File: src/rtl/traffic_phase_sched.sv
// Single-intersection signal phase controller: grants green to one approach at a
// time through GREEN -> YELLOW -> ALL_RED with density-scaled green and preemption.
module traffic_phase_sched #(
  parameter int N_DIR      = 5,
  parameter int CNT_W      = 14,
  parameter int PRI_W      = 4,
  parameter int PRIO_WT    = 256,
  parameter int GREEN_MIN  = 20,
  parameter int GREEN_MAX  = 60,
  parameter int YELLOW_T   = 5,
  parameter int ALLRED_T   = 2,
  parameter int DENS_SHIFT = 4,
  parameter int AGE_W      = 8,
  parameter int STARVE_LIM = 200
) (
  input  logic                   clk,
  input  logic                   rst_n,
  input  logic [N_DIR*CNT_W-1:0] density,
  input  logic                   density_vld,
  input  logic [N_DIR*PRI_W-1:0] prio,
  input  logic [N_DIR*PRI_W-1:0] emerg,
  output logic [N_DIR*2-1:0]     light,
  output logic [N_DIR-1:0]       active,
  output logic [1:0]             state,
  output logic                   preempt
);

  localparam logic [1:0] ST_ALL_RED = 2'b00;
  localparam logic [1:0] ST_GREEN   = 2'b01;
  localparam logic [1:0] ST_YELLOW  = 2'b10;

  localparam int SC_W  = CNT_W + 1;
  localparam int RAW_W = CNT_W + PRI_W + $clog2(PRIO_WT + 1) + 1;
  localparam int TMR_W = $clog2(GREEN_MAX + YELLOW_T + ALLRED_T + 1);
  localparam int IDX_W = (N_DIR > 1) ? $clog2(N_DIR) : 1;

  localparam logic [TMR_W-1:0] T_ALLRED = TMR_W'(ALLRED_T);
  localparam logic [TMR_W-1:0] T_YELLOW = TMR_W'(YELLOW_T);
  localparam logic [TMR_W-1:0] T_GMIN   = TMR_W'(GREEN_MIN);
  localparam logic [CNT_W-1:0] EXT_CAP  = CNT_W'(GREEN_MAX - GREEN_MIN);
  localparam logic [AGE_W-1:0] AGE_LIM  = AGE_W'(STARVE_LIM);

  logic [1:0]       st;
  logic [TMR_W-1:0] timer;
  logic [N_DIR-1:0] act;
  logic             preempt_q;
  logic [IDX_W-1:0] rr;
  logic [CNT_W-1:0] dens_q [N_DIR];
  logic [AGE_W-1:0] age    [N_DIR];

  logic [PRI_W-1:0] prio_a  [N_DIR];
  logic [PRI_W-1:0] emerg_a [N_DIR];
  logic [SC_W-1:0]  score   [N_DIR];

  // density + prio*PRIO_WT, clamped to an all-ones CNT_W+1 bit value
  function automatic logic [SC_W-1:0] sat_score(input logic [CNT_W-1:0] d,
                                                input logic [PRI_W-1:0] p);
    logic [RAW_W-1:0] raw;
    raw = RAW_W'(d) + RAW_W'(p) * RAW_W'(PRIO_WT);
    if (raw > RAW_W'({SC_W{1'b1}})) return {SC_W{1'b1}};
    return raw[SC_W-1:0];
  endfunction

  always_comb begin
    for (int i = 0; i < N_DIR; i++) begin
      prio_a[i]  = prio[i*PRI_W +: PRI_W];
      emerg_a[i] = emerg[i*PRI_W +: PRI_W];
      score[i]   = sat_score(dens_q[i], prio_a[i]);
    end
  end

  // Winner selection: emergency level, then starvation, then score with round-robin ties
  logic             e_any, s_any, sel_any;
  logic [PRI_W-1:0] e_best;
  logic [IDX_W-1:0] e_idx, s_idx, b_idx, sel_idx;
  logic [SC_W-1:0]  b_best;
  int               j;

  always_comb begin
    e_best = '0;
    e_idx  = '0;
    s_any  = 1'b0;
    s_idx  = '0;
    b_best = '0;
    b_idx  = rr;
    j      = 0;
    for (int i = 0; i < N_DIR; i++) begin
      if (emerg_a[i] > e_best) begin
        e_best = emerg_a[i];
        e_idx  = IDX_W'(i);
      end
    end
    for (int i = N_DIR - 1; i >= 0; i--) begin
      if (age[i] == AGE_LIM) begin
        s_any = 1'b1;
        s_idx = IDX_W'(i);
      end
    end
    for (int k = 0; k < N_DIR; k++) begin
      j = (int'(rr) + k) % N_DIR;
      if (score[j] > b_best) begin
        b_best = score[j];
        b_idx  = IDX_W'(j);
      end
    end
    e_any   = (e_best != '0);
    sel_any = e_any || s_any || (b_best != '0);
    sel_idx = e_any ? e_idx : (s_any ? s_idx : b_idx);
  end

  logic [CNT_W-1:0] ext;
  logic [TMR_W-1:0] green_load;
  logic [N_DIR-1:0] sel_oh;

  always_comb begin
    ext = dens_q[sel_idx] >> DENS_SHIFT;
    if (ext > EXT_CAP) ext = EXT_CAP;
    green_load = T_GMIN + TMR_W'(ext);
    sel_oh     = N_DIR'(1) << sel_idx;
  end

  // Emergency level on the current approach vs. any other approach
  logic [PRI_W-1:0] act_emerg;
  logic             oth_emerg;

  always_comb begin
    act_emerg = '0;
    oth_emerg = 1'b0;
    for (int i = 0; i < N_DIR; i++) begin
      if (act[i]) act_emerg = act_emerg | emerg_a[i];
      else if (emerg_a[i] != '0) oth_emerg = 1'b1;
    end
  end

  // density_vld is a plain strobe: density is captured on every edge where it is high.
  always_ff @(posedge clk) begin
    if (!rst_n) begin
      st        <= ST_ALL_RED;
      timer     <= T_ALLRED;
      act       <= '0;
      preempt_q <= 1'b0;
      rr        <= '0;
      for (int i = 0; i < N_DIR; i++) begin
        dens_q[i] <= '0;
        age[i]    <= '0;
      end
    end else begin
      preempt_q <= 1'b0;
      if (density_vld) begin
        for (int i = 0; i < N_DIR; i++) dens_q[i] <= density[i*CNT_W +: CNT_W];
      end
      for (int i = 0; i < N_DIR; i++) begin
        if (!act[i] && (dens_q[i] != '0 || prio_a[i] != '0) && age[i] != AGE_LIM)
          age[i] <= age[i] + 1'b1;
      end
      case (st)
        ST_ALL_RED: begin
          if (timer != '0) begin
            timer <= timer - 1'b1;
          end else if (sel_any) begin
            st           <= ST_GREEN;
            act          <= sel_oh;
            timer        <= green_load;
            age[sel_idx] <= '0;
            rr           <= (sel_idx == IDX_W'(N_DIR - 1)) ? '0 : sel_idx + 1'b1;
          end
        end
        ST_GREEN: begin
          if (oth_emerg && act_emerg == '0) begin
            st        <= ST_YELLOW;
            timer     <= T_YELLOW;
            preempt_q <= 1'b1;
          end else if (act_emerg != '0) begin
            timer <= timer;
          end else if (timer == '0) begin
            st    <= ST_YELLOW;
            timer <= T_YELLOW;
          end else begin
            timer <= timer - 1'b1;
          end
        end
        ST_YELLOW: begin
          if (timer == '0) begin
            st    <= ST_ALL_RED;
            act   <= '0;
            timer <= T_ALLRED;
          end else begin
            timer <= timer - 1'b1;
          end
        end
        default: begin
          st    <= ST_ALL_RED;
          act   <= '0;
          timer <= T_ALLRED;
        end
      endcase
    end
  end

  // Lights follow active, so a non-active approach can never show anything but red
  always_comb begin
    for (int i = 0; i < N_DIR; i++) begin
      if (!act[i])              light[i*2 +: 2] = 2'b00;
      else if (st == ST_GREEN)  light[i*2 +: 2] = 2'b10;
      else if (st == ST_YELLOW) light[i*2 +: 2] = 2'b01;
      else                      light[i*2 +: 2] = 2'b00;
    end
  end

  assign active  = act;
  assign state   = st;
  assign preempt = preempt_q;

endmodule

File: config.mk
export PLATFORM = sky130hd
export DESIGN_NAME = traffic_phase_sched
export DESIGN_NICKNAME = d
export VERILOG_FILES = /design/src/rtl/traffic_phase_sched.sv
export SDC_FILE = /design/constraint.sdc
export NUM_CORES = 1
export LEC_CHECK = 0
export CORE_UTILIZATION = 39
export CTS_CLUSTER_SIZE = 20
export DETAILED_ROUTE_END_ITERATION = 8
export SYNTH_ARGS = -nofsm -noshare
export SYNTH_HDL_FRONTEND = slang
export SYNTH_SLANG_ARGS = --single-unit
File: constraint.sdc
create_clock -name clk -period 17.6 [get_ports clk]
set_input_delay 5.28 -clock clk [delete_from_list [all_inputs] [get_ports clk]]
set_output_delay 5.28 -clock clk [all_outputs]
set_load 0.01 [all_outputs]
==> impl.org <==
** Outcome
- Result of the run :: complete, no violations

** Worst setup path
- Critical path type :: input pin to flop
- The number of buffers and inverters on the critical path is 10.
- Data arrives at the worst endpoint at around 18000 ps.
- Critical path fanouts, max :: 11
- Tracing the worst setup path back leads to its startpoint at prio[0].
- Setup crit end kind :: flop
- The startpoint identified for the worst register-to-register timing path is rr[1].
- At the worst endpoint, the required time is 17930 ps.
- On the critical path the largest part of the delay comes from compound AO/OA/AOI/OAI gates.
- Worst Setup Start Kind :: input pin
- For this run, the slowest stage of the critical path takes about 530 ps.
- The slowest stage of the critical path is the sky130_fd_sc_hd__or4_4 cell.

** Cells and area
- Fill cell instance count of the final layout :: ~3700
- Syn-to-layout area delta :: 26.9%
- Fraction of layout cells with a size suffix above 1 :: 19.3%
- Final nets :: approximately 2300
- Number of diodes :: 0
- At the end of the flow the core is filled with cells to about half.

** Global route
- Number of antenna violations at the first check in global routing :: 0
- Gr usage total :: 33.6%
- Global routing finished with a remaining overflow of 0.
- Wire length of the first global-routing pass :: around 96000 um
- Entering global routing, the biggest net connects between 70 and 80 pins.
- The via count of the first global-routing pass came to around 15000.

** STA
- Clock skew on the completed layout was measured at between 9 and 10 ps.
- For the pin with the worst max-slew slack, the measured transition is approximately 1300 ps.
- Final Hold Viols :: 0
- Endpoints failing setup :: 0
- Summed over all failing endpoints, the final setup total negative slack is 0 ps.
- Clock period minus final worst setup slack :: 17210 ps
- For this run, the top clock speed supported by timing is between 50 and 60 MHz.
- The worst path uses 97.8% of the clock period.
- The max-slew violation total from the final report came to 0.
- Relative slew margins :: ~10%

** Yosys
- Top cell type's share of synthesized area :: roughly 14%
- Predominant post-synthesis flop cell :: sky130_fd_sc_hd__edfxtp_1
- Synthesized net count :: 1991
- Main combinational cell family by area after synthesis :: compound AO/OA/AOI/OAI gates
- Fraction of the mapped netlist area in adder cells :: 11.3%
- Averaged over all synthesized cells, the footprint is approximately 8.5 um^2.
- Post-synthesis register bit count :: ~130
- Number of flops mapped to enable cells by yosys :: 70
- Cell type with the highest aggregate area in the netlist :: sky130_fd_sc_hd__edfxtp_1
- Sequential-to-total area share from yosys stat :: approximately 22%
- Mux cell area share after synthesis :: between 10 and 15%
- In the synthesized netlist, the cells that appear most often are sky130_fd_sc_hd__nand2_1, sky130_fd_sc_hd__ha_1, sky130_fd_sc_hd__nor2_1, sky130_fd_sc_hd__a21oi_1, sky130_fd_sc_hd__and3_1.
- After Yosys synthesis, XOR and XNOR cells account for a little over 4% of the synthesized area.
- Most area-consuming cells after synthesis :: sky130_fd_sc_hd__edfxtp_1, sky130_fd_sc_hd__ha_1, sky130_fd_sc_hd__dfxtp_1
- After synthesis, the share of flip-flops with an asynchronous set or reset is 0%.
- Synthesis handed over a netlist of ~1700 instances.
- Counting distinct cell types in the post-synthesis netlist gives ~100.
- The synthesized netlist occupies a cell area of roughly 0.015 mm^2.
- Post-synthesis compound-gate area fraction :: approximately a quarter
- After Yosys synthesis, and, or, nand and nor cells account for a little under a quarter of the synthesized area.
- Among all cell types in the netlist, the one instantiated most often is sky130_fd_sc_hd__nand2_1.
- Yosys warnings :: 0

** Route
- After detailed routing, the average wire length per cell comes to 26.0 um.
- Number of search-and-repair iterations in the first detailed-routing pass :: 7
- The routed layout has between 15000 and 20000 vias.
- Violation count after the first detailed-route iteration :: 1561
- In this run the remaining antenna-violating nets after routing total 0.
- Dividing the detail-routed via count by the number of cells gives 6.27.
- Final routed wirelength across all metal layers :: roughly 66000 um
- After detailed routing, the number of remaining DRC violations is 0.

** Placed design
- Detailed placement finished with a half-perimeter wire length of between 50000 and 60000 um.
- I/O Buffers :: 130
- The congestion estimate from routability-driven global placement came to between 1 and 1.5.

** Worst hold path
- In this run the worst hold path is classified as flop to flop.
- Start point of the worst min-delay path :: timer[4]

** Clock tree
- Clock latency on the worst-skew pair, taken at its later pin, is 440 ps.
- After clock tree synthesis, the clock-pin slew on the worst setup and hold paths is ~60 ps.
- CTS tree :: built
- CTS Hold Buffers Added :: 0
- The H-tree was split into 4 levels.
- Root buffer cell :: sky130_fd_sc_hd__clkbuf_16
- Clock Tree Buf Depth :: 2
- Number of clock buffers inserted by TritonCTS :: 17
- CTS saw about 130 sinks.

** Die
- Site row count :: 71
- Die extent in y :: ~200 um
- Ports placed on the boundary :: ~130
- Initial Utilization :: around two fifths
- The die is around 200 um wide.
- The region available for standard cell placement spans about 0.038 mm^2.
- Die area :: about 0.04 mm^2

** Job
- Maximum capacitance violations :: 0
[per-stage QoR]
step	hold slack [ps]	setup slack [ps]	instance area [um^2]	std cells
finish	496	388	18900	2533
global route	523	-171	18900	2533
CTS	500	111	18600	2526
detailed placement	489	-280	18000	2494
global placement	485	-80.0	18000	2494
floorplan	465	577	14900	1746
[sequential cells by signal (all words and copies together) (netlist names)]
| signal | count |
|---|---|
| dens_q | 70 |
| state | 2 |
| active | 5 |
| timer | 7 |
| age | 40 |
| preempt | 1 |
| rr | 3 |
[worst paths after layout]
check,cells after the start,slack [ps],to
max,60,390,timer[4]
min,2,500,timer[4]
max reg2reg,62,2250,timer[4]
min reg2reg,2,500,timer[4]
[worst reg2reg max path, delay by kind of cell (launching register included)]
kind	cells	cell delay [ps]
buf+inv	10	2330
flops	1	330
fa+ha+maj	6	1720
compound gates	25	5660
simple gates	19	4590
mux	2	610
[routing by layer]
| metal | track usage, % | wire length (um) | up-vias |
|---|---|---|---|
| met2 | 51.3 | 28400 | 836 |
| li1 | - | - | 7280 |
| met1 | 44.8 | 27900 | 7621 |
| met4 | 16.0 | 3420 | 0 |
| met3 | 7.61 | 6070 | 153 |
| met5 | 0 | 0 | - |
[timing repair]
action	CTS	global route
setup endpoints to repair	0	7
resized for setup	0	58
buffers inserted	0	7
[cell type report]
| type | count | area (um^2) | area share (%) |
|---|---|---|---|
| multi-input combinational | 1435 | 11200 | 59.2 |
| sequential | 128 | 3260 | 17.2 |
| timing repair buffer | 338 | 2900 | 15.3 |
| tap | 511 | 639 | 3.38 |
| clock buffer | 21 | 487 | 2.57 |
| inverter | 89 | 334 | 1.77 |
| clock inverter | 11 | 103 | 0.542 |
[placed cells by master (no fill, tap or decap), types with 21 or more instances in the layout]
master	synthesis	routed
sky130_fd_sc_hd__edfxtp_1	70	70
sky130_fd_sc_hd__nor2b_1	37	37
sky130_fd_sc_hd__buf_4	6	205
sky130_fd_sc_hd__a21o_1	22	22
sky130_fd_sc_hd__mux4_2	42	42
sky130_fd_sc_hd__nand3_1	47	46
sky130_fd_sc_hd__a21oi_1	104	97
sky130_fd_sc_hd__nor2_1	123	120
sky130_fd_sc_hd__nor3_1	37	37
sky130_fd_sc_hd__and3_1	96	96
sky130_fd_sc_hd__nand2_1	129	127
sky130_fd_sc_hd__a211oi_1	40	37
sky130_fd_sc_hd__inv_1	88	88
sky130_fd_sc_hd__clkdlybuf4s50_1	0	125
sky130_fd_sc_hd__a22o_1	39	39
sky130_fd_sc_hd__mux2i_1	57	55
sky130_fd_sc_hd__nand2b_1	24	21
sky130_fd_sc_hd__o21ai_0	57	56
sky130_fd_sc_hd__dfxtp_1	58	58
sky130_fd_sc_hd__ha_1	127	125
sky130_fd_sc_hd__a22oi_1	25	25
sky130_fd_sc_hd__nor4_1	28	28
sky130_fd_sc_hd__xor2_1	33	33
sky130_fd_sc_hd__nand4_1	30	30
sky130_fd_sc_hd__xnor2_1	33	26
[logic make-up after synthesis]
family	count (synthesis)
fa+ha+maj	132
flops	128
xor+xnor	68
mux	111
simple gates	639
compound gates	485
buf+inv	183
Power is not shown: default switching activity piles up to over one toggle a cycle in this logic, so the estimate is an artifact.
